===== src/rtl/alu_pkg.sv =====
// alu_pkg: shared state encoding and default datapath sizes for the ALU blocks.
package alu_pkg;
    typedef enum logic [1:0] {IDLE = 2'd0, RUN = 2'd1, DONE = 2'd2} state_t;
    localparam int DEF_WIDTH = 32;
    localparam int DEF_CHUNK = 8;
endpackage


===== src/rtl/multicycle_adder_if.sv =====
// multicycle_adder_if: operand/result handshake bundle for multicycle_adder.
interface multicycle_adder_if
    import alu_pkg::*;
#(
    parameter int WIDTH = DEF_WIDTH
);
    logic             in_valid;
    logic             in_ready;
    logic [WIDTH-1:0] a;
    logic [WIDTH-1:0] b;
    logic             c_in;
    logic             sub;
    logic             out_valid;
    logic             out_ready;
    logic [WIDTH-1:0] sum;
    logic             c_out;
    logic             overflow;
    logic             zero;
    modport master (
        output in_valid, a, b, c_in, sub, out_ready,
        input  in_ready, out_valid, sum, c_out, overflow, zero
    );
    modport slave (
        input  in_valid, a, b, c_in, sub, out_ready,
        output in_ready, out_valid, sum, c_out, overflow, zero
    );
endinterface


===== src/rtl/multicycle_adder_chunk_adder.sv =====
// chunk_adder: combinational CHUNK-bit ripple of full-adder cells.
module chunk_adder
    import alu_pkg::*;
#(
    parameter int CHUNK = DEF_CHUNK
) (
    input  logic [CHUNK-1:0] x,
    input  logic [CHUNK-1:0] y,
    input  logic             ci,
    output logic [CHUNK-1:0] s,
    output logic             co,
    output logic             c_msb
);
    logic [CHUNK:0] c;
    assign c[0] = ci;
    for (genvar i = 0; i < CHUNK; i++) begin : g_fa
        assign s[i]   = x[i] ^ y[i] ^ c[i];
        assign c[i+1] = (x[i] & y[i]) | (c[i] & (x[i] ^ y[i]));
    end
    assign co    = c[CHUNK];
    assign c_msb = c[CHUNK-1];
endmodule


===== src/rtl/multicycle_adder.sv =====
// multicycle_adder: WIDTH-bit add/sub computed CHUNK bits per cycle through one ripple stage.
module multicycle_adder
    import alu_pkg::*;
#(
    parameter int WIDTH = DEF_WIDTH,
    parameter int CHUNK = DEF_CHUNK
) (
    input logic              clk,
    input logic              rst_n,
    multicycle_adder_if.slave bus
);
    localparam int N  = WIDTH / CHUNK;
    localparam int IW = N > 1 ? $clog2(N) : 1;

    if (WIDTH % CHUNK != 0) begin : g_bad_chunk
        $error("multicycle_adder: WIDTH must be a multiple of CHUNK");
    end

    state_t           state_q, state_d;
    logic [IW-1:0]    idx_q, idx_d;
    logic             carry_q, carry_d;
    logic [WIDTH-1:0] a_q, a_d, b_q, b_d, sum_q, sum_d;
    logic             c_out_q, c_out_d, ovf_q, ovf_d, zero_q, zero_d;
    logic [31:0]      sh;
    logic [CHUNK-1:0] x, y, s;
    logic [WIDTH-1:0] merged;
    logic             co, c_msb, last;

    assign sh     = 32'(idx_q) * 32'(CHUNK);
    assign x      = CHUNK'(a_q >> sh);
    assign y      = CHUNK'(b_q >> sh);
    // Replace only the active chunk of the running sum with the stage result.
    assign merged = (sum_q & ~(WIDTH'({CHUNK{1'b1}}) << sh)) | (WIDTH'(s) << sh);
    assign last   = idx_q == IW'(N - 1);

    chunk_adder #(.CHUNK(CHUNK)) u_chunk (
        .x    (x),
        .y    (y),
        .ci   (carry_q),
        .s    (s),
        .co   (co),
        .c_msb(c_msb)
    );

    always_comb begin
        state_d = state_q;
        idx_d   = idx_q;
        carry_d = carry_q;
        a_d     = a_q;
        b_d     = b_q;
        sum_d   = sum_q;
        c_out_d = c_out_q;
        ovf_d   = ovf_q;
        zero_d  = zero_q;
        unique case (state_q)
            IDLE: if (bus.in_valid) begin
                a_d     = bus.a;
                b_d     = bus.sub ? ~bus.b : bus.b;
                carry_d = bus.sub | bus.c_in;
                idx_d   = '0;
                state_d = RUN;
            end
            RUN: begin
                sum_d   = merged;
                carry_d = co;
                idx_d   = last ? idx_q : idx_q + 1'b1;
                if (last) begin
                    c_out_d = co;
                    ovf_d   = c_msb ^ co;
                    zero_d  = merged == '0;
                    state_d = DONE;
                end
            end
            DONE: state_d = bus.out_ready ? IDLE : DONE;
            default: state_d = IDLE;
        endcase
    end

    always_ff @(posedge clk) begin
        if (!rst_n) begin
            state_q <= IDLE;
            idx_q   <= '0;
            carry_q <= 1'b0;
            a_q     <= '0;
            b_q     <= '0;
            sum_q   <= '0;
            c_out_q <= 1'b0;
            ovf_q   <= 1'b0;
            zero_q  <= 1'b0;
        end else begin
            state_q <= state_d;
            idx_q   <= idx_d;
            carry_q <= carry_d;
            a_q     <= a_d;
            b_q     <= b_d;
            sum_q   <= sum_d;
            c_out_q <= c_out_d;
            ovf_q   <= ovf_d;
            zero_q  <= zero_d;
        end
    end

    assign bus.in_ready  = state_q == IDLE;
    assign bus.out_valid = state_q == DONE;
    assign bus.sum       = sum_q;
    assign bus.c_out     = c_out_q;
    assign bus.overflow  = ovf_q;
    assign bus.zero      = zero_q;
endmodule


===== src/flat_wrapper.sv =====
// flat-port wrapper written by rule: the top's interface ports become plain ports
module multicycle_adder_flat import alu_pkg::*;
#(
    parameter int WIDTH = DEF_WIDTH,
    parameter int CHUNK = DEF_CHUNK
)
  (clk, rst_n, bus_in_valid, bus_a, bus_b, bus_c_in, bus_sub, bus_out_ready, bus_in_ready, bus_out_valid, bus_sum, bus_c_out, bus_overflow, bus_zero);
  multicycle_adder_if #(.WIDTH(WIDTH)) bus_i ();
  input logic clk;
  input logic rst_n;
  input wire logic [$bits(bus_i.in_valid)-1:0] bus_in_valid;
  input wire logic [$bits(bus_i.a)-1:0] bus_a;
  input wire logic [$bits(bus_i.b)-1:0] bus_b;
  input wire logic [$bits(bus_i.c_in)-1:0] bus_c_in;
  input wire logic [$bits(bus_i.sub)-1:0] bus_sub;
  input wire logic [$bits(bus_i.out_ready)-1:0] bus_out_ready;
  output wire logic [$bits(bus_i.in_ready)-1:0] bus_in_ready;
  output wire logic [$bits(bus_i.out_valid)-1:0] bus_out_valid;
  output wire logic [$bits(bus_i.sum)-1:0] bus_sum;
  output wire logic [$bits(bus_i.c_out)-1:0] bus_c_out;
  output wire logic [$bits(bus_i.overflow)-1:0] bus_overflow;
  output wire logic [$bits(bus_i.zero)-1:0] bus_zero;
  assign bus_i.in_valid = bus_in_valid;
  assign bus_i.a = bus_a;
  assign bus_i.b = bus_b;
  assign bus_i.c_in = bus_c_in;
  assign bus_i.sub = bus_sub;
  assign bus_i.out_ready = bus_out_ready;
  assign bus_in_ready = bus_i.in_ready;
  assign bus_out_valid = bus_i.out_valid;
  assign bus_sum = bus_i.sum;
  assign bus_c_out = bus_i.c_out;
  assign bus_overflow = bus_i.overflow;
  assign bus_zero = bus_i.zero;
  multicycle_adder #(.WIDTH(WIDTH), .CHUNK(CHUNK)) u_core (.clk(clk), .rst_n(rst_n), .bus(bus_i));
endmodule

===== config.mk =====
export PLATFORM = sky130hd
export DESIGN_NAME = multicycle_adder_flat
export DESIGN_NICKNAME = d
export VERILOG_FILES = /design/src/rtl/alu_pkg.sv /design/src/rtl/multicycle_adder_if.sv /design/src/rtl/multicycle_adder_chunk_adder.sv /design/src/rtl/multicycle_adder.sv /design/src/flat_wrapper.sv
export SDC_FILE = /design/constraint.sdc
export NUM_CORES = 1
export LEC_CHECK = 0
export CAP_MARGIN = 10
export CORE_ASPECT_RATIO = 0.5
export CORE_UTILIZATION = 46
export CTS_BUF_LIST = sky130_fd_sc_hd__clkbuf_16
export DETAILED_ROUTE_END_ITERATION = 8
export PLACE_DENSITY_LB_ADDON = 0.05
export SETUP_SLACK_MARGIN = 0.02
export SYNTH_ARGS = -nofsm -noshare
export SYNTH_HDL_FRONTEND = slang
export SYNTH_SLANG_ARGS = --single-unit

===== constraint.sdc =====
create_clock -name clk -period 5.1 [get_ports clk]
set_input_delay 1.53 -clock clk [delete_from_list [all_inputs] [get_ports clk]]
set_output_delay 1.53 -clock clk [all_outputs]
set_load 0.01 [all_outputs]

==> flow_metrics.tcl <==
set metrics [dict create \
    critPathCapture "u_core.bus.zero" \
    synth_ff_type "dfxtp_1" \
    post_drt_wl_per_cell_um 15.0 \
    drc 0 \
    clock_sinks 104 \
    synth_cells 513 \
    p_leak_nw 2.56 \
    die_w_um 149 \
    antenna_cells 0 \
    grt_use_total 0.213 \
    overflow 0 \
    cts_root_buf "clkbuf_16" \
    synth_warnings 0 \
    synthesis.area_sq_um 4940 \
    initial_core_util 0.479 \
    reg2reg_to "u_core.bus.zero" \
    die_h_um 75.3 \
    status "completed" \
    syn_nets 595 \
    min_path_type "flop to flop" \
    tns_ns 0 \
    period_share 0.942 \
    syn-mean-instance-area_sq_um 9.62 \
    antenna_found_initial 0 \
    synth_edf_count 0 \
    timing.fmax_ghz 0.208 \
    setup_viol 0 \
    max_slew_margin 0.402 \
    path_max_fanout 4 \
    synth.distinct_cells 35 \
    fin_skew_ns 0.00496 \
    viasPerCell 5.20 \
    path_clk_slew_ns 0.06 \
    hold-worst-slack_ns 0.460 \
    drive_above_1_share 0.0724 \
    hold_viol 0 \
    grt_pass1_vias 3514 \
    cts_tree "done" \
    row_count 26 \
    ff2ff_setup_slack_ns 0.30 \
    cp.required_ns 5.35 \
    area_delta_synth_final_pct 28.5 \
    synth-seq-cells 104 \
    period_needed_ns 4.80 \
    drt_iter0_drc 144 \
    num_io_pins 107 \
    cts_buffers 9 \
    cts.hold.buffers_added 0 \
    fin_nets 685 \
    maxCapViolCount 0 \
    gp_congestion 0.822 \
    port_buffers 106 \
    path_class "flop to flop" \
    core-area_sq_um 10300 \
    peakVddDrop_mv 0.163 \
    cellPowerDensity_nw_per_um2 295 \
    rsz0062_at_grt "no" \
    clk_path_buf_depth 2 \
    ant_nets 0 \
    die-area_sq_um 11200 \
    worst_slew_pin_slew_ns 0.897 \
    async_reset_ff_frac 0 \
    place_hpwl_um 8200 \
    grt_max_degree 43 \
    crit_arrival_ns 5.06 \
    hp-start "u_core.a_q[20]" \
    r2r_cells 16 \
    crit_path_start_kind "flop" \
    critPathCaptureType "flop" \
    cp-startpoint "u_core.idx_q[0]" \
    routed_wl_um 11200 \
    ctsHtreeMaxLevel 3 \
    clock_latency_ns 0.34 \
    vias 3893 \
    seq_area_frac_synth 0.422 \
    rr_startpoint "u_core.idx_q[0]" \
    drt_first_pass_iters 4 \
    slew_violations 0 \
    grt_first_pass_wirelength_um 17900 \
]
-- how the worst min path moves through the flow --
stage,to,slack [ns],cells past startpoint
6_report,u_core.a_q[20],0.46,2
5_1_grt,u_core.a_q[15],0.49,2
4_1_cts,u_core.a_q[20],0.47,2
3_5_place_dp,u_core.a_q[20],0.46,2
3_3_place_gp,u_core.a_q[30],0.45,2
2_1_floorplan,u_core.a_q[14],0.44,2
-- power breakdown --
part / internal (W) / leakage (nW) / total (W) / switching [W]
Combinational: 0.000185 / 1.59 / 0.000365 / 0.000180
Clock: 0.000325 / 0.122 / 0.000618 / 0.000293
Sequential: 0.000861 / 0.852 / 0.000891 / 0.0000308
Total: 0.00137 / 2.56 / 0.00187 / 0.000504
-- through the flow --
| step | instances | cell area (sq um) | power, W | setup slack, ns | util |
|---|---|---|---|---|---|
| floorplan | 513 | 4940 | 0.00113 | 0.0747 | - |
| global placement | 730 | 6060 | 0.00127 | 0.281 | 0.588 |
| detailed placement | 730 | 6060 | 0.00127 | 0.196 | 0.588 |
| CTS | 746 | 6330 | 0.00189 | 0.169 | 0.613 |
| global route | 748 | 6350 | 0.00196 | 0.0485 | 0.615 |
| finish | 748 | 6350 | 0.00187 | 0.298 | 0.615 |
-- cell usage after synthesis (2+ instances only) --
master / n / area, sq um
a21boi_0: 33 / 248
a21oi_1: 6 / 30.0
and2_1: 32 / 200
buf_2: 14 / 70.1
clkbuf_1: 20 / 75.1
dfxtp_1: 104 / 2080
fa_1: 8 / 160
ha_1: 4 / 50.1
inv_1: 22 / 82.6
mux4_2: 16 / 360
nand2_1: 114 / 428
nand3_1: 6 / 30.0
nand4_1: 2 / 12.5
nor2_1: 5 / 18.8
nor2b_1: 6 / 37.5
nor3_1: 3 / 15.0
nor4_1: 2 / 12.5
o211a_1: 35 / 350
o21a_1: 2 / 15.0
o21ai_0: 10 / 50.1
o2bb2ai_1: 23 / 201
xnor2_1: 33 / 289
-- critical path: stages, from the launching register on --
cell and delay, ns:
dfxtp_1 0.34, mux4_2 0.34, inv_1 0.05, fa_1 0.45, fa_1 0.42, fa_1 0.41, fa_1 0.45, fa_1 0.42
inv_1 0.08, fa_1 0.18, inv_1 0.06, fa_2 0.42, fa_2 0.61, nand4_1 0.10, nor2_1 0.10, a21oi_1 0.05
o31ai_1 0.22
-- kinds of logic (layout without fill, tap and decap cells) --
kind of cell	after synthesis	in the layout	share of synthesized area
compound gates	114	114	0.190
xor+xnor	33	33	0.0585
fa+ha+maj	12	12	0.0426
buf+inv	57	152	0.0476
flops	104	104	0.422
mux	17	17	0.0753
simple gates	176	176	0.164
-- metal layers --
| metal | part of all wire | global-route usage | up-vias |
|---|---|---|---|
| met3 | 0.040 | 0.0539 | 13 |
| met4 | 0.014 | 0.0607 | 0 |
| met2 | 0.44 | 0.335 | 80 |
| met5 | 0 | 0 | - |
| li1 | - | - | 1945 |
| met1 | 0.50 | 0.293 | 1855 |
-- sequential cells by signal (all words and copies together) (netlist names) --
| register | flops |
|---|---|
| u_core.a_q | 32 |
| u_core.b_q | 32 |
| u_core.bus.c_out | 1 |
| u_core.bus.overflow | 1 |
| u_core.bus.sum | 32 |
| u_core.bus.zero | 1 |
| u_core.carry_q | 1 |
| u_core.idx_q | 2 |
| u_core.state_q | 2 |
-- placed cells by master (no fill, tap or decap), types with 3 or more instances in the layout --
master / instances
and2_1: 32
buf_4: 8
mux4_2: 16
a21oi_1: 6
a21boi_0: 33
inv_1: 22
xnor2_1: 33
ha_1: 4
dfxtp_1: 104
nor2_1: 5
fa_1: 6
nand3_1: 6
o211a_1: 35
clkinv_1: 4
o21ai_0: 10
clkdlybuf4s50_1: 104
nor3_1: 3
clkbuf_16: 9
nor2b_1: 6
nand2_1: 114
o2bb2ai_1: 23
-- final cells by class --
type | count | area, sq um
clock buffers | 9 | 225
clock inverters | 7 | 38.8
fillers | 940 | 3970
inverters | 22 | 82.6
multi-input cells | 352 | 2630
flip-flops and latches | 104 | 2080
well taps | 140 | 175
repair buffers | 114 | 1110
-- timing repair --
action	4_1_cts	5_1_grt
gates resized for setup	0	2
endpoints found under the setup margin	0	1
hold endpoints to repair	0	0
setup buffers	0	2
(Power assumes the default switching activity.)
